## src/rtl/mips_prog_loader.sv

```systemverilog
// mips_prog_loader: encodes instruction fields, buffers them, writes them to sequential memory words and appends HLT
module mips_prog_loader #(
    parameter int ADDR_W     = 10,
    parameter int FIFO_DEPTH = 4
) (
    input  logic              clk,
    input  logic              rst_n,
    input  logic              start,
    input  logic [ADDR_W-1:0] base_addr,
    input  logic              finish,
    input  logic              in_valid,
    output logic              in_ready,
    input  logic [5:0]        in_op,
    input  logic [4:0]        in_rs,
    input  logic [4:0]        in_rt,
    input  logic [4:0]        in_rd,
    input  logic [15:0]       in_imm,
    output logic              mem_we,
    output logic [ADDR_W-1:0] mem_addr,
    output logic [31:0]       mem_wdata,
    input  logic              mem_ready,
    output logic [ADDR_W:0]   words_written,
    output logic              done,
    output logic              err_illegal,
    output logic              err_ovf
);
    typedef enum logic [2:0] {IDLE, LOAD, DRAIN, HALT_WR, DONE} state_t;
    localparam int PW = $clog2(FIFO_DEPTH);
    localparam logic [ADDR_W-1:0] TOP = '1;
    localparam logic [31:0] HLT = 32'hFC00_0000;
    state_t state;
    logic [31:0] fifo [FIFO_DEPTH];
    logic [PW:0] wp, rp;
    logic [31:0] enc;
    logic legal, mem_full, empty, full, xfer, complete, full_next, issue;
    assign empty = wp == rp;
    assign full = (wp[PW] != rp[PW]) && (wp[PW-1:0] == rp[PW-1:0]);
    assign in_ready = (state == LOAD) && !full;
    assign xfer = in_valid && in_ready;
    assign complete = mem_we && mem_ready;
    assign full_next = mem_full || (complete && mem_addr == TOP);
    assign issue = (state == LOAD || state == DRAIN) && !empty && (!mem_we || mem_ready);
    always_comb begin
        legal = 1'b1;
        enc = {in_op, 26'b0};
        if (in_op <= 6'h09) enc = {in_op, in_rs, in_rt, in_rd, 11'b0};
        else if (in_op >= 6'h10 && in_op <= 6'h14) enc = {in_op, in_rs, in_rt, in_imm};
        else if (in_op == 6'h15) enc = {in_op, in_rs, 21'b0};
        else if (in_op == 6'h16) enc = {in_op, 10'b0, in_imm};
        else if (in_op == 6'h17 || in_op == 6'h18) enc = {in_op, in_rs, 5'b0, in_imm};
        else legal = (in_op == 6'h3F);
    end
    always_ff @(posedge clk) begin
        if (xfer && legal) fifo[wp[PW-1:0]] <= enc;
    end
    always_ff @(posedge clk or negedge rst_n) begin
        if (!rst_n) begin
            state <= IDLE;
            wp <= '0;
            rp <= '0;
            mem_full <= 1'b0;
            mem_we <= 1'b0;
            mem_addr <= '0;
            mem_wdata <= '0;
            words_written <= '0;
            done <= 1'b0;
            err_illegal <= 1'b0;
            err_ovf <= 1'b0;
        end else begin
            mem_full <= full_next;
            if (xfer && legal) wp <= wp + 1'b1;
            if (xfer && !legal) err_illegal <= 1'b1;
            if (complete) begin
                mem_we <= 1'b0;
                words_written <= words_written + 1'b1;
                if (mem_addr != TOP) mem_addr <= mem_addr + 1'b1;
            end
            if (issue) begin
                rp <= rp + 1'b1;
                mem_we <= !full_next;
                if (!full_next) mem_wdata <= fifo[rp[PW-1:0]];
                else err_ovf <= 1'b1;
            end
            case (state)
                IDLE, DONE: if (start) begin
                    state <= LOAD;
                    mem_addr <= base_addr;
                    words_written <= '0;
                    done <= 1'b0;
                    err_illegal <= 1'b0;
                    err_ovf <= 1'b0;
                    mem_full <= 1'b0;
                end
                LOAD: if (finish) state <= DRAIN;
                DRAIN: if (empty && (!mem_we || mem_ready)) begin
                    if (full_next) begin
                        state <= DONE;
                        done <= 1'b1;
                        err_ovf <= 1'b1;
                    end else begin
                        state <= HALT_WR;
                        mem_we <= 1'b1;
                        mem_wdata <= HLT;
                    end
                end
                HALT_WR: if (complete) begin
                    state <= DONE;
                    done <= 1'b1;
                end
                default: ;
            endcase
        end
    end
endmodule

```

## config.mk

```make
export PLATFORM = sky130hd
export DESIGN_NAME = mips_prog_loader
export DESIGN_NICKNAME = d
export VERILOG_FILES = /design/src/rtl/mips_prog_loader.sv
export SDC_FILE = /design/constraint.sdc
export NUM_CORES = 1
export LEC_CHECK = 0
export CORE_ASPECT_RATIO = 1.1
export CORE_UTILIZATION = 54
export DETAILED_ROUTE_END_ITERATION = 8
export PLACE_DENSITY = 0.77
export SYNTH_ARGS = -nofsm -noshare
export SYNTH_HDL_FRONTEND = slang
export SYNTH_SLANG_ARGS = --single-unit
```

## constraint.sdc

```tcl
create_clock -name clk -period 3.4 [get_ports clk]
set_input_delay 0.68 -clock clk [delete_from_list [all_inputs] [get_ports clk]]
set_output_delay 0.68 -clock clk [all_outputs]
set_load 0.01 [all_outputs]
```

Yosys cells after proc, flatten, opt, wreduce, memory -nomap -nowiden

Memory sizes are Yosys's and may differ from the RTL's.
Index checks and enable logic that the tools add are counted.

Reductions and logical operators: 26
Eq/ne operators: 19
Add/subtract/negate cells: 4
Mux-type cells: 51
Magnitude comparators: 3

Operator list:

| cell                                                           | count |
|---|---|
| 2-to-1 mux 32 bit                                              | 5 |
| 2-to-1 mux 26 bit                                              | 5 |
| 2-to-1 mux 10 bit                                              | 4 |
| 2-to-1 mux 11 bit                                              | 3 |
| 2-to-1 mux 1 bit                                               | 26 |
| equality test 6 x 5 -> 1 bit, second input constant            | 4 |
| 2-to-1 mux 3 bit                                               | 5 |
| one-hot mux 3 bit (4 select lines)                             | 1 |
| adder 11 x 1 -> 11 bit, second input constant                  | 1 |
| logical AND 1 bit                                              | 11 |
| adder 10 x 1 -> 10 bit, second input constant                  | 1 |
| equality test 10 bit, second input constant                    | 1 |
| inequality test 10 bit, second input constant                  | 1 |
| AND reduction 5 bit                                            | 2 |
| inequality test 2 bit, second input constant                   | 4 |
| adder 3 x 1 -> 3 bit, second input constant                    | 2 |
| equality test 3 x 2 -> 1 bit, second input constant            | 2 |
| equality test 6 bit, second input constant                     | 1 |
| >= comparator 6 x 5 -> 1 bit, second input constant            | 1 |
| less-or-equal comparator 6 x 4 -> 1 bit, second input constant | 1 |
| less-or-equal comparator 6 x 5 -> 1 bit, second input constant | 1 |
| zero test 1 bit                                                | 5 |
| logical OR 1 bit                                               | 4 |
| nonzero test 4 bit                                             | 1 |
| other kinds (11)                                               | 11 |

Memory bits (writable): 128
Bits in registers: 67
Output and inout port bits: 58
Memories: 1

Memories:

| memory | depth | width | read ports | clocked after Yosys merged registers in | write ports | line | RTL |
|---|---|---|---|---|---|---|---|
| fifo   | 4     | 32    | 1          | 0                                       | 1           | 32   | `logic [31:0] fifo [FIFO_DEPTH];` |

Depth between registers and ports, before layout

Gate-level depths: netlist (run 1).

Depth after elaboration: 12
Gate-level depth with buffers: 7

Worst setup path after synthesis (run 1)

No wires, ideal clock.

Path type: in2reg
From: in in_op[0]
To: mem fifo[3][0], enable pin
Arrival time: 2.602 ns
Stages: 4
Setup slack: 0.375 ns
Cells stage by stage: a211o_1 -> a21oi_1 -> nor2_1 -> nor2_1

Word-level cells in the longest chain between the ends: 10
Elaborated cells on any way between the ends: 18
Classes of those cells: 3 x order compare; 5 x eq/ne; 7 x mux; 3 x reduce/logical

RTL lines:

| element                                    | line | RTL |
|---|---|---|
| start, declared                            | 13   | `input logic [5:0] in_op,` |
| equality test 6 x 5 -> 1 bit               | 50   | `else if (in_op == 6'h17 \|\| in_op == 6'h18) enc = {in_op, in_rs, 5'b0, in_imm};` |
| logical OR 1 bit                           | 50   |  |
| 2-to-1 mux 1 bit                           | 50   |  |
| 2-to-1 mux 1 bit                           | 49   | `else if (in_op == 6'h16) enc = {in_op, 10'b0, in_imm};` |
| 2-to-1 mux 1 bit                           | 48   | `else if (in_op == 6'h15) enc = {in_op, in_rs, 21'b0};` |
| 2-to-1 mux 1 bit                           | 47   | `else if (in_op >= 6'h10 && in_op <= 6'h14) enc = {in_op, in_rs, in_rt, in_imm};` |
| 2-to-1 mux 1 bit (*)                       | 46   | `if (in_op <= 6'h09) enc = {in_op, in_rs, in_rt, in_rd, 11'b0};` |
| logical AND 1 bit (*)                      | 54   | `if (xfer && legal) fifo[wp[PW-1:0]] <= enc;` |
| 2-to-1 mux 1 bit (*)                       | 54   |  |
| 2-to-1 mux 1 bit (not written as such) (*) | 54   |  |
| end, declared                              | 32   |  |

Mark *: on every way between the ends. The rest lies on a longest branch, timed or not.

Worst setup path in the final report (run 1)

From: reg wp[2]
To: out in_ready

Word-level cells in the longest chain between the ends: 4

RTL lines:

| element                | line | RTL |
|---|---|---|
| start, declared        | 33   | `logic [PW:0] wp, rp;` |
| start signal, assigned | 71   | `if (xfer && legal) wp <= wp + 1'b1;` |
| inequality test 1 bit  | 37   | `assign full = (wp[PW] != rp[PW]) && (wp[PW-1:0] == rp[PW-1:0]);` |
| logical AND 1 bit      | 37   |  |
| zero test 1 bit        | 38   | `assign in_ready = (state == LOAD) && !full;` |
| logical AND 1 bit      | 38   |  |
| end, declared          | 12   | `output logic in_ready,` |

Every way passes these cells.

==> flow_summary.ini, run 1 <==
[critical_path]
crit_fanout = 4
worstSetupPathType = reg2out
cp.required_ns = 2.72
cp-start-kind = flip-flop
reg2reg_to = mem_wdata[17]$_DFF_PN0_
reg2reg_from = mem_addr[0]$_DFF_PN0_
crit_path_end_kind = output port
cp.arrival_ns = 2.17
r2r_cells = 5
r2r_slack_ns = 1.07

[layout]
postLayoutCellArea_um2 = 9910
nNetsFinal = 660
nFillCells = 963
drive_gt1_share_pct = 14.8
syn_to_final_growth_pct = 24.9
diodes = 0

[sta]
tightest_slew_ns = 0.893
slew_violations = 0
final.period_utilization_pct = 83.7
final_hold_viol_count = 0
setup_tns_ns = 0
layout_min_cycle_time_ns = 2.85
setup_violations = 0
rsz0062_at_grt = false
fmax_ghz = 0.351
final.setup_skew_ns = 0.0117
max-slew-margin-rel_pct = 40.4

[route]
via_count = 4737
drt-total-wl_um = 15800
drt_iter0_drc = 282
vias_per_cell = 5.88
detail-route-antenna-nets = 0
dr.pass1.iters = 6
drc = 1
drt-wirelength-per-cell_um = 19.7

[floorplanning]
rows = 46
initial_core_util_pct = 55.1
die_y_um = 129
die_x_um = 118
core-area_um2 = 14400
fp.dieArea_um2 = 15200
ios = 111

[grt]
grt_pass1_vias = 4818
grt_overflow_total = 0
grt_first_pass_wirelength_um = 25100
grt_max_degree = 68
antenna_found_initial = 0
track_usage_pct = 22.1

[clock_tree]
postCtsSetupBuffers = 0
cts_max_level = 4
root_buffer = clkbuf_16
ctsHoldBuffers = 0
cts_buffer_depth = 2
cts_tree = yes
ctsResizeCount = 0
clk_pin_slew_ns = 0.06
cts-buffers-inserted = 17
clock_sinks = 195
clock_latency_ns = 0.43

[logic_synthesis]
post-synth-top-area-cell = edfxtp_1
synthCells = 481
netlist.area_leader.share_pct = 48.4
ys.flop_type = edfxtp_1
yosys_warnings = 0
ys_types = 50
ys_async_sr_fraction_pct = 34.4
ys_top_cells_by_area = edfxtp_1 48%, dfrtp_1 21%, mux4_2 9.1%, a32o_1 3.5%, and2_1 2.1%
synth-edff-count = 128
syn_area_um2 = 7930
avgSynthCellArea_um2 = 16.5
synth_fp_nets = 541
ys_ff_latch = 195
yosysSeqAreaShare_pct = 69.6

[run_status]
status = finished with violations
violations = design-rule violations

[power_and_ir_drop]
leakage_nw = 3.54
power.density_nw_per_um2 = 745
ir_worst_vdd_mv = 0.375

[placement]
place_hpwl_um = 10100
port_buffers = 110
place.gp.congestion = 0.830
placed_area_um2 = 9320

[hold_path]
hold_path.class = in2async

[job]
drv_cap = 0
-- state kept, by name (all words and copies together) (netlist names), 3 cells and up --
| register | count |
|---|---|
| words_written | 11 |
| state | 3 |
| mem_wdata | 32 |
| fifo | 128 |
| mem_addr | 10 |
| wp | 3 |
| rp | 3 |
-- through the flow --
step / worst slack, ns / cells / util [%] / hold WS, ns / total power [W]
4_1_cts: 0.536 / 805 / 68.9 / 0.417 / 0.00745
6_report: 0.553 / 805 / 68.9 / 0.378 / 0.00739
2_1_floorplan: 0.375 / 481 / - / 0.384 / 0.00457
3_3_place_gp: 0.494 / 773 / 64.8 / 0.476 / 0.00543
3_5_place_dp: 0.422 / 773 / 64.8 / 0.482 / 0.00552
5_1_grt: 0.453 / 805 / 68.9 / 0.461 / 0.00774
-- layout by cell type (no fill, tap or decap), types with 2 or more instances in the layout --
| cell type | netlist | final |
|---|---|---|
| edfxtp_1 | 128 | 128 |
| clkdlybuf4s50_1 | 0 | 109 |
| dfrtp_1 | 67 | 66 |
| mux4_2 | 32 | 32 |
| a32o_1 | 28 | 28 |
| and2_1 | 26 | 26 |
| nand2_1 | 24 | 24 |
| nor2_1 | 23 | 22 |
| clkbuf_16 | 0 | 19 |
| o21ai_0 | 14 | 14 |
| buf_4 | 0 | 14 |
| xor2_1 | 12 | 12 |
| nand3_1 | 8 | 8 |
| xnor2_1 | 7 | 7 |
| a21oi_1 | 7 | 7 |
| o22a_1 | 7 | 7 |
| ha_1 | 7 | 7 |
| nand4_1 | 6 | 6 |
| inv_1 | 6 | 6 |
| and3_1 | 5 | 5 |
| a22o_1 | 5 | 5 |
| clkinvlp_4 | 0 | 4 |
| o31ai_1 | 3 | 3 |
| a31oi_1 | 3 | 3 |
| mux2i_1 | 3 | 3 |
| nor2b_1 | 3 | 3 |
| or3_1 | 3 | 3 |
| nor3_1 | 3 | 3 |
| clkbuf_8 | 0 | 3 |
| inv_6 | 0 | 3 |
| a211oi_1 | 2 | 2 |
| o21a_1 | 2 | 2 |
| mux2_2 | 2 | 2 |
| clkinv_2 | 0 | 2 |
| buf_12 | 0 | 2 |
-- metal layers --
metal / vias to the layer above / wire, um / track usage (%)
met5: - / 0 / 0
met4: 0 / 269 / 7.69
met3: 23 / 765 / 5.33
met2: 161 / 8420 / 39.5
met1: 2421 / 6360 / 26.6
li1: 2132 / - / -
-- worst max-delay path: stages, from the launching register on --
cell and delay [ns]:
dfrtp_1 0.40, xnor2_1 0.42, o311a_1 0.32, clkdlybuf4s50_1 0.61
-- synthesized netlist by cell type (2+ instances only) --
cell type and instances:
a32o_1 28, nand3_1 8, and3_1 5, mux4_2 32, buf_2 12, mux2_2 2, a21oi_1 7, nor3_1 3
nor2_1 23, o21ai_0 14, inv_1 6, xor2_1 12, o31ai_1 3, and2_1 26, a31oi_1 3, o21a_1 2
o22a_1 7, dfrtp_1 67, xnor2_1 7, a211oi_1 2, a22o_1 5, nor2b_1 3, nand4_1 6, ha_1 7
nand2_1 24, or3_1 3, clkbuf_1 12, edfxtp_1 128, mux2i_1 3
-- power breakdown --
part	internal [W]	switching [W]	total (W)	leakage, nW
Sequential	0.00286	0.000298	0.00316	2.01
Clock	0.00109	0.000840	0.00193	0.279
Combinational	0.00125	0.00104	0.00230	1.25
Total	0.00521	0.00218	0.00739	3.54
-- cell type report --
| cell class | count | area (um2) | area share [%] |
|---|---|---|---|
| tap | 192 | 240 | 2.42 |
| multi-input combinational | 255 | 2300 | 23.2 |
| clock inverter | 9 | 66.3 | 0.669 |
| clock buffer | 23 | 520 | 5.25 |
| inverter | 6 | 22.5 | 0.227 |
| timing repair buffer | 125 | 1240 | 12.5 |
| sequential | 195 | 5520 | 55.7 |
-- worst max-delay path by stage --
stage	end	depth (start not counted)	from
5_1_grt	in_ready	3	wp[2]$_DFFE_PN0P_
6_report	in_ready	3	wp[2]$_DFFE_PN0P_
3_3_place_gp	fifo[2][9]$_DFFE_PP_	7	in_op[4]
4_1_cts	in_ready	3	wp[2]$_DFFE_PN0P_
2_1_floorplan	fifo[3][0]$_DFFE_PP_	4	in_op[0]
3_5_place_dp	fifo[2][9]$_DFFE_PP_	7	in_op[0]
-- logic make-up after synthesis --
group	synth area share [%]
buffers and inverters	1.75
and+or+nand+nor	7.22
DFF	69.6
AOI/OAI and AO/OA	8.50
xor gates and xnor gates	2.10
adders and majority gates	1.10
muxes	9.75
Note: power is estimated with default switching activity, not from simulation.
==> inputs of run 2 (changes only) <==
--- a/config.mk
+++ b/config.mk
@@ -6,9 +6,9 @@
 export NUM_CORES = 1
 export LEC_CHECK = 0
 export CORE_ASPECT_RATIO = 1.1
-export CORE_UTILIZATION = 54
+export CORE_UTILIZATION = 49
 export DETAILED_ROUTE_END_ITERATION = 8
-export PLACE_DENSITY = 0.77
+export PLACE_DENSITY = 0.74
 export SYNTH_ARGS = -nofsm -noshare
 export SYNTH_HDL_FRONTEND = slang
 export SYNTH_SLANG_ARGS = --single-unit
==> constraint.sdc (replaced) <==
create_clock -name clk -period 2.6 [get_ports clk]
set_input_delay 0.52 -clock clk [delete_from_list [all_inputs] [get_ports clk]]
set_output_delay 0.52 -clock clk [all_outputs]
set_load 0.01 [all_outputs]
==> run 2 against run 1 <==
Compared with the run above: the flow now finishes without violations; worst hold slack got worse by 0.24 ns; count of clock-buffer cells in the layout increased by 1; non-clock buffer count increased by 19; highest routed layer unchanged; critical path depth unchanged.
==> flow_summary.ini, run 2 (synthesis results as in run 1) <==
[layout]
drive_gt1_share_pct = 16.5
layout_commonest_cell = edfxtp_1
largest_register_ffs = 128
syn_to_final_growth_pct = 27.7
nNetsFinal = 679
layout_common_cells = 128 x edfxtp_1, 109 x clkdlybuf4s50_1, 66 x dfrtp_1, 32 x mux4_2, 29 x buf_4
nFillCells = 1134
postLayoutCellArea_um2 = 10100
layout.area.seq_um2 = 5520
multi_input_area_um2 = 2310
diodes = 0
fin_cells = 831

[placement]
port_buffers = 110
place.gp.congestion = 0.883
placed_area_um2 = 9510
dp.cells = 800
preCtsSetupSlack_ns = -0.0829
place_hpwl_um = 11100

[floorplanning]
initial_core_util_pct = 50.4
ios = 111
fp.dieArea_um2 = 16700
core-area_um2 = 15700
die_y_um = 135
rows = 48
die_x_um = 123

[sta]
tightest_slew_ns = 0.716
slew_violations = 0
rsz0062_at_grt = false
worst_slack_ns = 0.0751
fmax_ghz = 0.396
final_hold_viol_count = 0
final.period_utilization_pct = 97.1
setup_violations = 0
max-slew-margin-rel_pct = 52.3
layout_min_cycle_time_ns = 2.52
final.setup_skew_ns = 0.00894

[run_status]
status = complete, no violations

[critical_path]
cp.arrival_ns = 2.00
crit_buf_inv = 1
crit_path_cell_trace = xor2_2 -> o311a_1 -> clkdlybuf4s50_1
crit_path_end_kind = output port
cp_slowest_cell = clkdlybuf4s50_1
cp-start-kind = flip-flop
crit_fanout = 5
cp.required_ns = 2.08
critical_path.max_stage_delay_ns = 0.54
worstSetupPathType = reg2out
crit_family = buffers and inverters

[grt]
grt_overflow_total = 0
track_usage_pct = 22.0
grt_first_pass_wirelength_um = 26500
grt_pass1_vias = 5054
grt_max_degree = 35
antenna_found_initial = 0

[power_and_ir_drop]
power.density_nw_per_um2 = 984
ir_worst_vdd_mv = 0.564
leakage_nw = 3.66

[route]
drc = 0
dr.pass1.iters = 4
via_count = 4836
vias_per_cell = 5.82
drt-total-wl_um = 16800
detail-route-antenna-nets = 0
drt-wirelength-per-cell_um = 20.2
drt_iter0_drc = 288

[clock_tree]
cts-buffers-inserted = 17
clock_sinks = 195
cts_buffer_depth = 2
root_buffer = clkbuf_16
cts_tree = yes
clk_pin_slew_ns = 0.06
cts_max_level = 4
clock_latency_ns = 0.43

[hold_path]
hold_path.class = in2async

[job]
drv_cap = 0
run 2: report_power, final:
group	switching [W]	internal, W
Combinational	0.00140	0.00169
Clock	0.00104	0.00170
Sequential	0.000386	0.00375
run 2: worst paths after layout:
check / slack [ns] / start / end / cells past startpoint
worst max register to register: 0.58 / mem_addr[0]$_DFF_PN0_ / mem_wdata[21]$_DFF_PN0_ / 6
min in group clk: 0.49 / wp[2]$_DFFE_PN0P_ / wp[2]$_DFFE_PN0P_ / 1
worst max-delay path: 0.08 / wp[1]$_DFFE_PN0P_ / in_ready / 3
worst min register to register: 0.49 / wp[2]$_DFFE_PN0P_ / wp[2]$_DFFE_PN0P_ / 1
worst min-delay path: 0.14 / rst_n / words_written[6]$_DFF_PN0_ / 1
max in group asynchronous: 1.54 / rst_n / mem_wdata[1]$_DFF_PN0_ / 2
run 2: cell type report:
cell class,instances,area share [%]
inverter,6,0.222
tap,200,2.47
sequential,195,54.5
clock inverter,7,1.58
multi-input combinational,255,22.8
timing repair buffer,144,14.0
clock buffer,24,4.46
run 2: per-layer routing:
metal  GRT usage [%]  wire (um)
met2            37.6       8780
met3            4.97        922
met5               0          0
met1            26.7       6690
met4            9.30        373
run 2: what timing repair did:
action	4_1_cts	5_1_grt
setup endpoints to repair	0	1
endpoints found under the hold margin	0	0
resized for setup	0	1
buffers inserted	0	0
hold buffers	0	0
run 2: metrics by stage:
stage | TNS, ns | total power (W) | hold slack [ns] | util, %
after detailed placement | -2.36 | 0.00728 | 0.478 | 60.4
after global placement | 0 | 0.00719 | 0.476 | 60.4
final | 0 | 0.00997 | 0.141 | 64.4
after CTS | 0 | 0.0101 | 0.138 | 64.3
after global routing | 0 | 0.0105 | 0.187 | 64.4
after floorplan | 0 | 0.00597 | 0.224 | -
==> inputs of run 3 (changes only) <==
--- a/config.mk
+++ b/config.mk
@@ -9,6 +9,7 @@
 export CORE_UTILIZATION = 49
 export DETAILED_ROUTE_END_ITERATION = 8
 export PLACE_DENSITY = 0.74
+export SETUP_SLACK_MARGIN = 0.15
 export SYNTH_ARGS = -nofsm -noshare
 export SYNTH_HDL_FRONTEND = slang
 export SYNTH_SLANG_ARGS = --single-unit
==> constraint.sdc (replaced) <==
create_clock -name clk -period 2.6 [get_ports clk]
set_input_delay 0.26 -clock clk [delete_from_list [all_inputs] [get_ports clk]]
set_output_delay 0.26 -clock clk [all_outputs]
set_load 0.01 [all_outputs]
==> run 3 against run 2 <==
Compared with the run above: die area stayed put; wire length fell by 4.2%; critical endpoint unchanged; clock skew up 0.00073 ns; largest power group unchanged; flip-flop and latch count unchanged; fmax grew 8.8%; highest routed layer unchanged; global-route usage shrank 1.3 points; cell count down 1.3%; combinational power decreased by 1%.
==> flow_summary.ini, run 3 (synthesis results as in run 1) <==
[sta]
final_hold_viol_count = 0
setup_violations = 0
tightest_slew_ns = 0.832
fmax_ghz = 0.431
layout_min_cycle_time_ns = 2.32
rsz0062_at_grt = false
max-slew-margin-rel_pct = 44.1
setup_tns_ns = 0
final.period_utilization_pct = 89.2
final.setup_skew_ns = 0.00967
slew_violations = 0

[clock_tree]
postCtsSetupBuffers = 0
cts-buffers-inserted = 17
clk_pin_slew_ns = 0.07
clock_latency_ns = 0.42
cts_max_level = 4
root_buffer = clkbuf_16
clock_sinks = 195
cts_tree = yes
cts_buffer_depth = 2

[power_and_ir_drop]
pwr-share-clk_pct = 26.7
switchingPower_w = 0.00282
power_frac_comb_pct = 31.1
p_sw_share_pct = 28.7
power.density_nw_per_um2 = 981
leakage_nw = 3.59
seqPwrFrac_pct = 42.1
ir_worst_vdd_mv = 0.688
internal-power_w = 0.00699

[grt]
grt_pass1_vias = 4851
antenna_found_initial = 0
grt_max_degree = 35
grt_overflow_total = 0
track_usage_pct = 20.7
grt_first_pass_wirelength_um = 25200

[run_status]
status = complete, no violations

[hold_path]
hold_path.class = in2reg
hold_start = base_addr[8]

[critical_path]
cp_slowest_cell = clkdlybuf4s50_1
reg2reg_to = mem_wdata[5]$_DFF_PN0_
worstSetupPathType = reg2out
crit_path_cell_trace = xnor2_1 -> buf_4 -> o311a_1 -> clkdlybuf4s50_1
r2r_cells = 6
crit_path_end_kind = output port
critical_path.max_stage_delay_ns = 0.53
crit_fanout = 4
reg2reg_from = mem_addr[0]$_DFF_PN0_
cp-endpoint = in_ready
r2r_slack_ns = 0.48
cp.arrival_ns = 2.06
cp-startpoint = rp[2]$_DFFE_PN0N_
cp-start-kind = flip-flop
cp.required_ns = 2.34

[route]
dr.pass1.iters = 5
drt_iter0_drc = 317
vias_per_cell = 5.78
drc = 0
via_count = 4738
drt-total-wl_um = 16100
drt-wirelength-per-cell_um = 19.6
detail-route-antenna-nets = 0

[placement]
place.gp.congestion = 0.882
port_buffers = 110
place_hpwl_um = 10600

[floorplanning]
fp.dieArea_um2 = 16700
die_x_um = 123
initial_core_util_pct = 50.4
rows = 48
ios = 111
die_y_um = 135
core-area_um2 = 15700

[layout]
layout_commonest_cell = edfxtp_1
largest_register_ffs = 128
syn_to_final_growth_pct = 26.1
layout_common_cells = 128 x edfxtp_1, 109 x clkdlybuf4s50_1, 66 x dfrtp_1, 32 x mux4_2, 28 x a32o_1
diodes = 0
drive_gt1_share_pct = 15.0
final_core_util_pct = 63.6
nNetsFinal = 667

[job]
drv_cap = 0
[run 3: changes by cell type in the layout (fill, tap and decap cells not counted), sizes merged]
cell         delta
buf            -13
bufinv          -2
clkbuf          -1
clkinv          +3
dlygate4sd3     +1
inv             +1
[run 3: how the worst min path moves through the flow]
stage                                            end  cells past startpoint
after floorplan                     done$_DFFE_PN0P_                      0
after global routing           mem_addr[8]$_DFF_PN0_                      3
after CTS                      mem_addr[8]$_DFF_PN0_                      3
after detailed placement  words_written[1]$_DFF_PN0_                      1
final                          mem_addr[8]$_DFF_PN0_                      3
after global placement    words_written[1]$_DFF_PN0_                      1
[run 3: worst max-delay path: cells and delay by family (launching register included)]
kind | cells | cell delay [ns]
DFF | 1 | 0.41
xor gates and xnor gates | 1 | 0.13
AOI/OAI and AO/OA | 1 | 0.41
buffers and inverters | 2 | 0.68
[run 3: power by group through the flow]
| stage | Sequential, W | Combinational [W] | Clock, W |
|---|---|---|---|
| after floorplan | 0.00425 | 0.00172 | 0 |
| after global placement | 0.00417 | 0.00303 | 0 |
| after detailed placement | 0.00419 | 0.00307 | 0 |
| after CTS | 0.00413 | 0.00310 | 0.00267 |
| after global routing | 0.00419 | 0.00331 | 0.00279 |
| final | 0.00413 | 0.00305 | 0.00262 |
[run 3: final cells by class]
class,instances,area (um2)
fillers,1091,5730
flip-flops and latches,195,5520
multi-input cells,255,2300
repair buffers,132,1310
clock buffers,23,468
well taps,200,250
clock inverters,9,126
inverters,6,22.5
[run 3: metal layers]
layer	vias up	global-route usage [%]	routed length (um)
li1	2152	-	-
met1	2406	27.3	6640
met2	168	34.3	8250
met3	12	4.42	1030
met4	0	6.43	140
met5	-	0	0
[run 3: what timing repair did]
item / CTS / global route
hold buffers: 1 / 0
resized for setup: 0 / 0
hold endpoints to repair: 26 / 0
endpoints found under the setup margin: 0 / 0
[run 3: through the flow]
step                std cells  hold slack (ns)  worst slack, ns  area [um2]  total power [W]
detailed placement        787            0.364            0.116        9400          0.00727
CTS                       820            0.382            0.271       10000          0.00990
finish                    820            0.392            0.280       10000          0.00981
floorplan                 481          -0.0356            0.152        7940          0.00597
global route              820            0.383            0.214       10000           0.0103
global placement          787            0.347            0.198        9400          0.00720
